$ cat config.mk
export PLATFORM = sky130hd
export DESIGN_NAME = alu_mul_seq
export DESIGN_NICKNAME = d
export VERILOG_FILES = /design/src/rtl/alu_mul_seq_pkg.sv /design/src/rtl/alu_mul_seq.sv
export SDC_FILE = /design/constraint.sdc
export NUM_CORES = 1
export LEC_CHECK = 0
export ABC_AREA = 1
export BUFFER_PORTS_ARGS = -buffer_cell sky130_fd_sc_hd__buf_2
export CORE_MARGIN = 2
export CORE_UTILIZATION = 56
export CTS_CLUSTER_DIAMETER = 150
export DETAILED_ROUTE_END_ITERATION = 8
export GPL_TIMING_DRIVEN = 0
export PLACE_DENSITY = 0.83
export SLEW_MARGIN = 0
export SYNTH_ARGS = -nofsm -noshare
export SYNTH_HDL_FRONTEND = slang
export SYNTH_SLANG_ARGS = --single-unit
$ cat constraint.sdc
create_clock -name clk -period 8.12 [get_ports clk]
set_input_delay 1.624 -clock clk [delete_from_list [all_inputs] [get_ports clk]]
set_output_delay 1.624 -clock clk [all_outputs]
set_load 0.01 [all_outputs]
$ cat src/rtl/alu_mul_seq_pkg.sv
// Shared constants for the shift-and-add multiply sequencer.
// The ALU op codes must stay identical to the ones EX decode drives.
package alu_mul_seq_pkg;

  localparam logic [3:0] ALU_NOP = 4'b0000;
  localparam logic [3:0] ALU_ADD = 4'b0001;
  localparam logic [3:0] ALU_SHL = 4'b0110;
  localparam logic [3:0] ALU_SHR = 4'b0111;

  localparam int ITER_W = 6;

  typedef enum logic [2:0] {
    ST_IDLE = 3'd0,
    ST_ADD  = 3'd1,
    ST_SHL  = 3'd2,
    ST_SHR  = 3'd3,
    ST_DONE = 3'd4
  } state_t;

endpackage

$ cat src/rtl/alu_mul_seq.sv
// Multi-cycle multiplier that borrows the shared EX ALU on granted cycles
// and returns the low data_width bits of op_a*op_b.
//
// state | meaning
// IDLE  | waiting for start; ALU outputs quiet
// ADD   | acc <= acc + mc (current multiplier bit is 1)
// SHL   | mc  <= mc << 1
// SHR   | mp  <= mp >> 1, iteration complete
// DONE  | result valid, one-cycle done pulse
module alu_mul_seq
  import alu_mul_seq_pkg::*;
#(
  parameter int data_width = 32
) (
  input  logic                  clk,
  input  logic                  reset,
  input  logic                  start,
  input  logic                  abort,
  input  logic [data_width-1:0] op_a,
  input  logic [data_width-1:0] op_b,
  output logic                  busy,
  output logic                  done,
  output logic [data_width-1:0] result,
  output logic                  alu_req,
  input  logic                  alu_gnt,
  output logic [data_width-1:0] alu_a,
  output logic [data_width-1:0] alu_b,
  output logic [3:0]            alu_ctrl,
  input  logic [data_width-1:0] alu_z
);

  state_t                  state;
  state_t                  state_n;
  logic [data_width-1:0]   acc;
  logic [data_width-1:0]   mc;
  logic [data_width-1:0]   mp;
  logic [ITER_W-1:0]       iter;

  always_ff @(posedge clk or posedge reset) begin
    if (reset) begin
      state  <= ST_IDLE;
      acc    <= '0;
      mc     <= '0;
      mp     <= '0;
      iter   <= '0;
      result <= '0;
    end else begin
      state <= state_n;
      case (state)
        ST_IDLE: begin
          if (start) begin
            acc  <= '0;
            mc   <= op_a;
            mp   <= op_b;
            iter <= '0;
          end
        end
        ST_ADD: if (alu_gnt) acc <= alu_z;
        ST_SHL: if (alu_gnt) mc <= alu_z;
        ST_SHR: begin
          if (alu_gnt) begin
            mp   <= alu_z;
            iter <= iter + 1'b1;
          end
        end
        default: ;
      endcase
      // A zero multiplier skips straight to DONE while acc is still being cleared
      if (state_n == ST_DONE)
        result <= (state == ST_IDLE) ? '0 : acc;
    end
  end

  always_comb begin
    state_n  = state;
    alu_req  = 1'b0;
    alu_ctrl = ALU_NOP;
    alu_a    = '0;
    alu_b    = '0;
    case (state)
      ST_IDLE: begin
        if (start) begin
          if (op_b == '0)   state_n = ST_DONE;
          else if (op_b[0]) state_n = ST_ADD;
          else              state_n = ST_SHL;
        end
      end
      ST_ADD: begin
        alu_req  = 1'b1;
        alu_ctrl = ALU_ADD;
        alu_a    = acc;
        alu_b    = mc;
        if (alu_gnt) state_n = ST_SHL;
      end
      ST_SHL: begin
        alu_req  = 1'b1;
        alu_ctrl = ALU_SHL;
        alu_a    = mc;
        if (alu_gnt) state_n = ST_SHR;
      end
      ST_SHR: begin
        alu_req  = 1'b1;
        alu_ctrl = ALU_SHR;
        alu_a    = mp;
        if (alu_gnt) begin
          if (alu_z == '0)   state_n = ST_DONE;
          else if (alu_z[0]) state_n = ST_ADD;
          else               state_n = ST_SHL;
        end
      end
      ST_DONE: state_n = ST_IDLE;
      default: state_n = ST_IDLE;
    endcase
    // Pipeline flush cancels silently; a start in IDLE is never overridden
    if (abort && (state != ST_IDLE))
      state_n = ST_IDLE;
  end

  assign busy = (state != ST_IDLE);
  assign done = (state == ST_DONE);

endmodule

=== Yosys cells after proc, flatten, opt, wreduce, memory -nomap -nowiden ===
Index checks and enable logic that the tools add are counted.

* Flip-flop bits (word level): 131
* Input bits: 101
* Output and inout bits: 103
* Word-level logic and storage cells: 48

* Equality and inequality tests: 9
* Muxes and demuxes: 22
* Reduce and logical (&&, ||, !) cells: 12

{| class="wikitable"
|+ Operator list
! kind !! number
|-
| 2-to-1 mux 32 bit || 6
|-
| case mux 32 bit (2 select lines) || 3
|-
| case mux 32 bit (3 select lines) || 1
|-
| logical NOT 32 bit || 2
|-
| 2-to-1 mux 3 bit || 7
|-
| case mux 3 bit (4 select lines) || 1
|-
| case mux 3 bit (3 select lines) || 1
|-
| AND reduction 3 bit || 3
|-
| != test 2 bit, second input constant || 4
|-
| == test 3 x 2 -> 1 bit, second input constant || 2
|-
| == test 3 bit, second input constant || 2
|-
| nonzero test 2 bit || 3
|-
| 2-to-1 mux 2 bit || 2
|-
| == test 3 x 1 -> 1 bit, second input constant || 1
|-
| logical NOT 3 bit || 1
|-
| nonzero test 3 bit || 1
|-
| OR reduction 3 bit || 1
|-
| logical AND 1 bit || 1
|-
| 2-to-1 mux 1 bit || 1
|}

=== Logic depth before layout (Yosys ltp) ===
Gate-level depths: netlist (run 1).

* Depth after elaboration: 6
* Depth in mapped cells: 11
* Depth with buffers taken out: 10

=== Worst setup path after synthesis (run 1) ===
No wires, ideal clock.

* Path type: reg2out
* From: register state[2]
* To: output port alu_a[19]
* Arrival: 1.360 ns
* Data required time: 6.496 ns
* Slack: 5.136 ns
* Cell stages (with the launch flop): 6
* Path buffers: 2
* Cells stage by stage: dfrtp_1 > nor2_4 > nand2_1 > buf_2 > buf_2 > o221ai_1

* Word-level cells in the longest chain between the ends: 2
* Elaborated cells between the ends (all ways): 4
* Those cells by class: eq/ne (3); mux (1)

{| class="wikitable"
|+ RTL lines
! item !! RTL line !! text
|-
| start: declaration || alu_mul_seq.sv:32 || <nowiki>state_t state;</nowiki>
|-
| start signal: assignment || alu_mul_seq.sv:48 || <nowiki>state <= state_n;</nowiki>
|-
| == test 3 x 2 -> 1 bit or == test 3 x 1 -> 1 bit (tied branches) || alu_mul_seq.sv:80 || <nowiki>case (state)</nowiki>
|-
| case mux 32 bit (3 select lines) (*) || alu_mul_seq.sv:80 ||
|-
| end: declaration || alu_mul_seq.sv:26 || <nowiki>output logic [data_width-1:0] alu_a,</nowiki>
|}

Mark *: on every way between the ends. The rest lies on a longest branch, timed or not.

=== Final worst setup path (run 1) ===
* From: register state[2]
* To: output port alu_a[2]

The elaborated chain is that of the path after synthesis.

==> results of run 1 <==
[layer usage]
| metal | vias to the layer above | routed length (um) | GRT usage (%) |
|---|---|---|---|
| met5 | - | 7 | 0 |
| met4 | 2 | 969 | 15.8 |
| met3 | 97 | 2810 | 8.38 |
| met2 | 505 | 10300 | 54.2 |
| met1 | 3325 | 9010 | 48.3 |
| li1 | 3390 | - | - |
[cell families (layout without fill, tap and decap cells)]
| logic type | count (synthesis) | after routing | share of synthesized area [%] |
|---|---|---|---|
| other | 1 | 1 | 0.0545 |
| AND/OR/NAND/NOR | 387 | 387 | 22.8 |
| buffers and inverters | 195 | 429 | 11.2 |
| AO/OA/AOI/OAI | 194 | 194 | 18.3 |
| flip-flops | 131 | 131 | 47.6 |
[final timing paths]
check | start | to | slack, ns | cells past startpoint
min in group asynchronous | reset | acc[9]$_DFFE_PP0P_ | 1.30 | 2
max in group asynchronous | reset | mp[19]$_DFFE_PP0P_ | 6.09 | 3
setup / recovery | state[2]$_DFF_PP0_ | alu_a[2] | 4.14 | 8
hold / removal | result[18]$_DFFE_PP0N_ | result[18]$_DFFE_PP0N_ | 0.46 | 2
setup reg to reg | state[2]$_DFF_PP0_ | mp[3]$_DFFE_PP0P_ | 6.17 | 5
hold reg to reg | result[18]$_DFFE_PP0N_ | result[18]$_DFFE_PP0N_ | 0.46 | 2
[registers in the layout, indices dropped and copies added (netlist names)]
signal and flops:
result 32, state 3, mp 32, mc 32, acc 32
[final cells by class]
cell class	count	area, um^2
buffer	60	268
clock buffer	23	478
clock inverter	8	55.1
fill	1027	3360
inverter	135	512
multi-input combinational	582	2830
sequential	131	3280
tap	147	184
timing repair buffer	203	1040
[power by group through the flow]
stage          logic (mW)  registers [mW]  clock network [mW]
2_1_floorplan       0.864           0.959                   0
3_3_place_gp         1.31           0.972                   0
3_5_place_dp         1.33           0.980                   0
4_1_cts              1.35           0.973               0.689
5_1_grt              1.50           0.997               0.716
6_report             1.38           0.976               0.692
[worst reg2reg max path, stage by stage, from the launching register on]
cell and delay, ns:
dfrtp_1 0.46, nor2_4 0.20, nand2_2 0.19, o21ai_4 0.33, clkbuf_1 0.46, o21ai_0 0.16
[placed cells by master, fill, tap and decap left out, drive strengths merged]
master	n
buf	237
nand2	200
inv	135
dfrtp	131
nor2	121
o21ai	94
nand3	66
o211ai	57
clkbuf	49
o221ai	32
a31oi	7
clkinv	5
a21oi	4
clkinvlp	3
conb	1
[stage by stage]
stage          util [%]  std cells  power (mW)  setup slack [ns]  instance area, um^2
2_1_floorplan         -        908        1.82              3.00                 6890
3_3_place_gp       67.3       1257        2.28              1.61                 8080
3_5_place_dp       67.6       1258        2.31              4.65                 8110
4_1_cts            72.0       1289        3.01              4.21                 8650
5_1_grt            72.0       1289        3.21              4.06                 8650
6_report           72.0       1289        3.04              4.14                 8650
==> impl_metrics.env, run 1 <==
export IMPL_synth_area_leaders="dfrtp_1 (48%), nand2_1 (11%), inv_1 (7.0%)"
export IMPL_hold_ws_ns=0.462
export IMPL_syn_area_mm2=0.00689
export IMPL_hp_class="reg2reg"
export IMPL_clkSinkCount=131
export IMPL_grt_pass1_wl_um=35300
export IMPL_path_buf_inv=4
export IMPL_drive_gt1_share_pct=24.4
export IMPL_synth_top_cell_by_area="dfrtp_1"
export IMPL_critPathMaxStageDelay_ns=0.46
export IMPL_worst_setup_path_end_kind="output port"
export IMPL_grtUsageTotal_pct=35.4
export IMPL_drt_initial_drc_count=860
export IMPL_cpMostUsedCell="buf_2"
export IMPL_grt_max_degree=69
export IMPL_dp_hpwl_um=17300
export IMPL_clk_pin_slew_ns=0.06
export IMPL_gp_congestion=0.945
export IMPL_p_seq_share_pct=32.0
export IMPL_slew_violations=0
export IMPL_yosys_cell_count_top_type="nand2_1"
export IMPL_start_util_pct=57.3
export IMPL_htreeDepth=4
export IMPL_cpLargestDelayFamily="buffers and inverters"
export IMPL_fmax_mhz=252
export IMPL_drt_pass1_iterations=6
export IMPL_hold_viol=0
export IMPL_final_nets=1231
export IMPL_crit_arrival_ns=2.35
export IMPL_finalSetupTns_ns=0
export IMPL_cts_tree="yes"
export IMPL_dr_total_vias=7319
export IMPL_avgSynthCellArea_um2=7.58
export IMPL_intPower_mw=1.71
export IMPL_syn_to_final_growth_pct=25.6
export IMPL_synth_cell_types=21
export IMPL_ys_ff_latch=131
export IMPL_cap_violations=0
export IMPL_async_reset_ff_share_pct=100
export IMPL_cp_start_kind="flip-flop"
export IMPL_grt_ovfl_total=0
export IMPL_dieArea_mm2=0.0132
export IMPL_yosysTopAreaCellShare_pct=47.6
export IMPL_p_sw_share_pct=43.7
export IMPL_status="finished clean"
export IMPL_clock_skew_ns=0.00541
export IMPL_worstPathCellList="inv_2 -> nand2_1 -> nor2_4 -> buf_2 -> buf_2 -> nand2_1 -> o221ai_1 -> buf_2"
export IMPL_synth_main_ff_cell="dfrtp_1"
export IMPL_clock_latency_ns=0.42
export IMPL_layout_min_cycle_time_ns=3.98
export IMPL_portBuffers=202
export IMPL_grt_pass1_vias=6722
export IMPL_rsz0062_at_grt="false"
export IMPL_clock_path_buffers=2
export IMPL_criticalPathCategory="reg2out"
export IMPL_cts_buffers=17
export IMPL_synth_cells=908
export IMPL_p_sw_mw=1.33
export IMPL_io_pins=204
export IMPL_seq_area_frac_synth_pct=47.6
export IMPL_clockRootBuffer="clkbuf_16"
export IMPL_cp_max_fo=10
export IMPL_fin_crit_sh_pct=49.0
export IMPL_p_leak_nw=4.54
export IMPL_ys_warn_count=0
export IMPL_cts_setup_buffers=0
export IMPL_diodes=0
export IMPL_drt_wl_total_um=23100
export IMPL_setup_viol=0
export IMPL_die_y_um=115
export IMPL_clkPwrFrac_pct=22.7
export IMPL_chipWidth_um=115
export IMPL_max_slew_margin_pct=54.0
export IMPL_coreArea_mm2=0.0120
export IMPL_p_per_area_mw_per_mm2=352
export IMPL_holdBufCountCts=0
export IMPL_worst_slew_pin_slew_ns=0.690
export IMPL_crit_required_ns=6.50
export IMPL_antenna_found_initial=1
export IMPL_cp_slowest_cell="dfrtp_1"
export IMPL_synth_edf_count=0
export IMPL_row_count=40
export IMPL_post_route_drc_count=0
export IMPL_cts_resized=0
export IMPL_routedWlPerCell_um=17.9
export IMPL_viasPerCell=5.68
export IMPL_yosys_top_cells_count="nand2_1 (194), dfrtp_1 (131), inv_1 (129)"
export IMPL_comb_power_share_pct=45.2
export IMPL_irDropWorstVdd_uv=172
export IMPL_ant_nets=0
export IMPL_syn_nets=1009
Note: power is estimated with default switching activity, not from simulation.
==> inputs of run 2 (changes only) <==
Settings changed: ABC_AREA 1 to 0, CORE_UTILIZATION 56 to 47, PLACE_DENSITY 0.83 to 0.73.
Clock period 8.12 ns to 3.65 ns, I/O delays scaled along.
==> run 2 against run 1 <==
Compared with the run above: utilization down 11 points; flip-flop and latch count unchanged; critical path depth shrank 2; setup slack got worse by 3.7 ns; cell area rose by 2.2%; sequential share of layout area fell by 0.80 points; clock skew barely moved; sequential power increased by 140%; die area up 20%; cell count decreased by 11%; count of clock-buffer cells in the layout down 3; non-clock buffer count increased by 4.
==> impl_metrics.env, run 2 <==
export IMPL_fin_util_pct=61.0
export IMPL_routedWlPerCell_um=19.9
export IMPL_layout_min_cycle_time_ns=3.23
export IMPL_grt_pass1_wl_um=35300
export IMPL_chipWidth_um=126
export IMPL_ys_warn_count=0
export IMPL_synth_cell_types=35
export IMPL_syn_nets=829
export IMPL_row_count=44
export IMPL_fin_crit_sh_pct=88.5
export IMPL_worstRegToRegCells=6
export IMPL_hold_ws_ns=0.438
export IMPL_rsz0062_at_grt="false"
export IMPL_cts_resized=0
export IMPL_clkSinkCount=131
export IMPL_htreeDepth=4
export IMPL_ff2ff_setup_slack_ns=1.55
export IMPL_viasPerCell=5.79
export IMPL_async_reset_ff_share_pct=100
export IMPL_dpl_cell_count=1116
export IMPL_syn_to_final_growth_pct=26.8
export IMPL_power_mw=7.17
export IMPL_drt_initial_drc_count=812
export IMPL_cts_buffers=17
export IMPL_setup_viol=0
export IMPL_cts_tree="yes"
export IMPL_cp_slowest_cell="buf_1"
export IMPL_place_area_mm2=0.00826
export IMPL_crit_required_ns=2.92
export IMPL_timing_rr_start="state[1]$_DFF_PP0_"
export IMPL_slew_violations=0
export IMPL_synth_cells=728
export IMPL_io_pins=204
export IMPL_cp_max_fo=10
export IMPL_clock_latency_ns=0.42
export IMPL_synth_area_leaders="dfrtp_1 (47%), mux2i_1 (9.2%), nand2_1 (7.0%)"
export IMPL_drive_gt1_share_pct=32.7
export IMPL_drt_wl_total_um=22900
export IMPL_yosys_top_cells_count="dfrtp_1 (131), nand2_1 (130), o21ai_0 (76)"
export IMPL_worst_setup_path_end_kind="output port"
export IMPL_grt_pass1_vias=6387
export IMPL_seq_area_frac_synth_pct=47.1
export IMPL_dr_total_vias=6647
export IMPL_holdBufCountCts=0
export IMPL_irDropWorstVdd_uv=423
export IMPL_status="finished clean"
export IMPL_die_y_um=126
export IMPL_coreArea_mm2=0.0145
export IMPL_path_buf_inv=3
export IMPL_post_route_drc_count=0
export IMPL_dp_hpwl_um=17200
export IMPL_final_nets=1052
export IMPL_grt_max_degree=42
export IMPL_fmax_mhz=310
export IMPL_dieArea_mm2=0.0158
export IMPL_max_slew_margin_pct=49.2
export IMPL_critPathMaxStageDelay_ns=0.60
export IMPL_synth_top_cell_by_area="dfrtp_1"
export IMPL_finalSetupTns_ns=0
export IMPL_drt_pass1_iterations=5
export IMPL_worst_slew_pin_slew_ns=0.760
export IMPL_worstPathCellList="buf_2 -> buf_1 -> mux2_2 -> a22oi_1 -> nor2_1 -> buf_2"
export IMPL_clk_pin_slew_ns=0.05
export IMPL_cp_start_kind="flip-flop"
export IMPL_synth_main_ff_cell="dfrtp_1"
export IMPL_antenna_found_initial=0
export IMPL_cap_violations=0
export IMPL_portBuffers=201
export IMPL_syn_area_mm2=0.00696
export IMPL_hp_class="in2async"
export IMPL_postLayoutCellArea_mm2=0.00883
export IMPL_cpLargestDelayFamily="buffers and inverters"
export IMPL_cpMostUsedCell="buf_2"
export IMPL_p_leak_nw=4.80
export IMPL_clock_path_buffers=2
export IMPL_r2r_end="mc[9]$_DFFE_PP0P_"
export IMPL_crit_arrival_ns=2.50
export IMPL_p_per_area_mw_per_mm2=811
export IMPL_final_common_cell="buf_2"
export IMPL_final_cell_mix="buf_2 (234), dfrtp_1 (131), nand2_1 (130), o21ai_0 (76), mux2i_1 (64)"
export IMPL_layout_cells_non_filler=1148
export IMPL_clock_skew_ns=0.00514
export IMPL_cts_setup_buffers=0
export IMPL_synth_edf_count=0
export IMPL_hold_viol=0
export IMPL_start_util_pct=48.1
export IMPL_fin_ws_ns=0.420
export IMPL_grtUsageTotal_pct=29.0
export IMPL_ys_ff_latch=131
export IMPL_grt_ovfl_total=0
export IMPL_yosys_cell_count_top_type="dfrtp_1"
export IMPL_criticalPathCategory="reg2out"
export IMPL_gp_congestion=0.897
export IMPL_yosysTopAreaCellShare_pct=47.1
export IMPL_dpl_worst_slack_ns=0.893
export IMPL_clockRootBuffer="clkbuf_16"
export IMPL_diodes=0
export IMPL_avgSynthCellArea_um2=9.57
export IMPL_ant_nets=0
[run 2: power by group]
group          leakage (nW)  switching (mW)  internal [mW]  total (mW)
Combinational          2.80            1.93           1.21        3.14
Clock                 0.289           0.628           1.03        1.66
Sequential             1.71           0.406           1.97        2.37
[run 2: layout make-up]
cell class	count	area (um^2)
fill	1296	5650
sequential	131	3280
clock inverter	12	113
inverter	4	18.8
tap	184	230
buffer	63	287
multi-input combinational	530	3380
clock buffer	20	457
timing repair buffer	204	1070
[run 2: routing by layer]
layer,track usage (%),up-vias,part of all wire [%]
met4,11.8,0,3.1
met2,45.0,369,47
met3,6.54,55,8.8
li1,-,3023,-
met1,39.6,3200,41
met5,0,-,0
[run 2: worst reg2reg max path, stage by stage (launching register included)]
cell and delay [ns]:
dfrtp_1 0.40, nor2b_4 0.17, and2_1 0.16, buf_2 0.17, a21oi_2 0.39, clkbuf_1 0.48
o21ai_0 0.19
[run 2: worst max path at each step]
stage / start / endpoint / cells past startpoint
2_1_floorplan: reset / acc[0]$_DFFE_PP0P_ / 1
3_3_place_gp: reset / mc[11]$_DFFE_PP0P_ / 2
3_5_place_dp: op_b[3] / result[8]$_DFFE_PP0N_ / 7
4_1_cts: state[0]$_DFF_PP0_ / alu_a[30] / 6
5_1_grt: state[1]$_DFF_PP0_ / alu_b[2] / 6
6_report: state[0]$_DFF_PP0_ / alu_a[29] / 6
[run 2: cells by family after synthesis]
family                    count (synthesis)  share of synthesized area [%]
other                                     1                         0.0538
muxes                                    96                           14.4
and+or+nand+nor                         262                           17.8
AOI/OAI and AO/OA                       170                           16.3
buffers and inverters                    67                           4.33
DFF                                     131                           47.1
xor gates and xnor gates                  1                          0.126
==> inputs of run 3 (changes only) <==
Settings changed: CORE_UTILIZATION 47 to 56, PLACE_DENSITY 0.73 to 0.82, SLEW_MARGIN 0 to 5.
Clock period 3.65 ns to 3.85 ns, I/O delays scaled along.
==> run 3 against run 2 <==
Compared with the run above: clock power rose by 5%; combinational power down 5%; flip-flop and latch count unchanged; wire length decreased by 2.3%; hold slack better by 0.036 ns; via count up 1.8%; critical path type unchanged.
==> impl_metrics.env, run 3 (synthesis gave the netlist of run 2 again) <==
export IMPL_drive_gt1_share_pct=32.7
export IMPL_p_sw_share_pct=40.4
export IMPL_crit_arrival_ns=2.56
export IMPL_syn_to_final_growth_pct=27.5
export IMPL_post_route_drc_count=0
export IMPL_row_count=40
export IMPL_dr_total_vias=6765
export IMPL_p_seq_share_pct=32.3
export IMPL_clockRootBuffer="clkbuf_16"
export IMPL_grt_pass1_vias=6379
export IMPL_status="finished clean"
export IMPL_critPathLaunch="state[0]$_DFF_PP0_"
export IMPL_worstRegToRegCells=6
export IMPL_dieArea_mm2=0.0133
export IMPL_cp_max_fo=10
export IMPL_max_slew_margin_pct=48.6
export IMPL_timing_rr_start="state[1]$_DFF_PP0_"
export IMPL_fin_crit_sh_pct=86.5
export IMPL_clkSinkCount=131
export IMPL_grt_pass1_wl_um=34400
export IMPL_cp_slowest_cell="buf_1"
export IMPL_grtUsageTotal_pct=34.2
export IMPL_place_area_mm2=0.00824
export IMPL_r2r_end="mc[15]$_DFFE_PP0P_"
export IMPL_clk_pin_slew_ns=0.06
export IMPL_critPathCapture="alu_a[20]"
export IMPL_clock_path_buffers=2
export IMPL_cts_buffers=17
export IMPL_htreeDepth=4
export IMPL_rsz0062_at_grt="false"
export IMPL_finalSetupTns_ns=0
export IMPL_slew_violations=0
export IMPL_final_common_cell="buf_2"
export IMPL_dp_hpwl_um=16600
export IMPL_die_y_um=116
export IMPL_crit_required_ns=3.08
export IMPL_coreArea_mm2=0.0121
export IMPL_clkPwrFrac_pct=24.9
export IMPL_critPathMaxStageDelay_ns=0.59
export IMPL_diodes=0
export IMPL_drt_pass1_iterations=6
export IMPL_gp_congestion=0.968
export IMPL_setup_viol=0
export IMPL_ant_nets=0
export IMPL_fmax_mhz=300
export IMPL_worstPathCellList="buf_2 -> buf_1 -> mux2_2 -> a22oi_1 -> nor2_1 -> buf_2"
export IMPL_final_cell_mix="buf_2 (234), dfrtp_1 (131), nand2_1 (130), o21ai_0 (76), mux2i_1 (64)"
export IMPL_cts_resized=0
export IMPL_grt_max_degree=38
export IMPL_p_leak_nw=4.82
export IMPL_comb_power_share_pct=42.8
export IMPL_start_util_pct=57.7
export IMPL_drt_wl_total_um=22400
export IMPL_power_mw=6.98
export IMPL_routedWlPerCell_um=19.8
export IMPL_cp_start_kind="flip-flop"
export IMPL_antenna_found_initial=0
export IMPL_clock_latency_ns=0.43
export IMPL_worst_setup_path_end_kind="output port"
export IMPL_portBuffers=201
export IMPL_ff2ff_setup_slack_ns=1.69
export IMPL_cts_setup_buffers=0
export IMPL_final_nets=1052
export IMPL_io_pins=204
export IMPL_hold_viol=0
export IMPL_criticalPathCategory="reg2out"
export IMPL_cap_violations=0
export IMPL_intPower_mw=4.16
export IMPL_chipWidth_um=116
export IMPL_viasPerCell=5.98
export IMPL_holdBufCountCts=0
export IMPL_grt_ovfl_total=0
export IMPL_postLayoutCellArea_mm2=0.00888
export IMPL_clock_skew_ns=0.00516
export IMPL_irDropWorstVdd_uv=498
export IMPL_cpMostUsedCell="buf_2"
export IMPL_p_sw_mw=2.82
export IMPL_drt_initial_drc_count=860
export IMPL_cts_tree="yes"
export IMPL_hp_class="in2async"
export IMPL_layout_min_cycle_time_ns=3.33
export IMPL_p_per_area_mw_per_mm2=786
export IMPL_worst_slew_pin_slew_ns=0.769
==> run 3: cell types whose count changed in the layout (fill, tap and decap cells not counted) <==
| cell | delta |
|---|---|
| clkinv_2 | -4 |
| bufinv_16 | +2 |
| clkbuf_8 | +2 |
==> run 3: power groups by stage <==
stage	clock network, mW	registers, mW	logic (mW)
after floorplan	0	2.09	1.99
after global placement	0	2.23	2.83
after detailed placement	0	2.25	2.90
after CTS	1.73	2.23	2.93
after global routing	1.81	2.30	3.24
final	1.74	2.26	2.99
==> run 3: cell type report <==
class / count / area (um^2)
clock buffer: 22 / 484
clock inverter: 10 / 153
tap: 168 / 210
inverter: 4 / 18.8
multi-input combinational: 530 / 3380
sequential: 131 / 3280
fill: 908 / 3180
timing repair buffer: 204 / 1070
buffer: 63 / 287
==> run 3: worst max-delay path: cells and delay by family, from the launching register on <==
kind | cells | cell delay (ns)
compound gates | 1 | 0.18
buf+inv | 3 | 1.04
flops | 1 | 0.37
mux | 1 | 0.44
simple gates | 1 | 0.09
==> run 3: per-stage QoR <==
stage | setup slack, ns | cells | hold slack, ns | util, %
global route | 0.418 | 1132 | 0.486 | 73.6
floorplan | 1.46 | 728 | 0.444 | -
detailed placement | 1.04 | 1100 | 0.463 | 68.4
global placement | 0.641 | 1097 | 0.457 | 67.9
finish | 0.520 | 1132 | 0.475 | 73.6
CTS | 0.585 | 1132 | 0.477 | 73.6
==> run 3: worst min-delay path by stage <==
stage / start / end / depth (start not counted)
6_report: reset / result[22]$_DFFE_PP0N_ / 2
5_1_grt: result[29]$_DFFE_PP0N_ / result[29]$_DFFE_PP0N_ / 1
4_1_cts: mp[2]$_DFFE_PP0P_ / mp[2]$_DFFE_PP0P_ / 2
3_5_place_dp: result[1]$_DFFE_PP0N_ / result[1]$_DFFE_PP0N_ / 1
3_3_place_gp: mp[30]$_DFFE_PP0P_ / mp[30]$_DFFE_PP0P_ / 2
2_1_floorplan: mp[0]$_DFFE_PP0P_ / mp[0]$_DFFE_PP0P_ / 2
==> run 3: per-layer routing <==
layer	part of all wire [%]	global-route usage, %	vias to the layer above
met5	0	0	-
met4	4.0	17.2	0
met3	9.6	6.54	76
met2	46	51.4	441
met1	41	47.7	3234
li1	-	-	3014
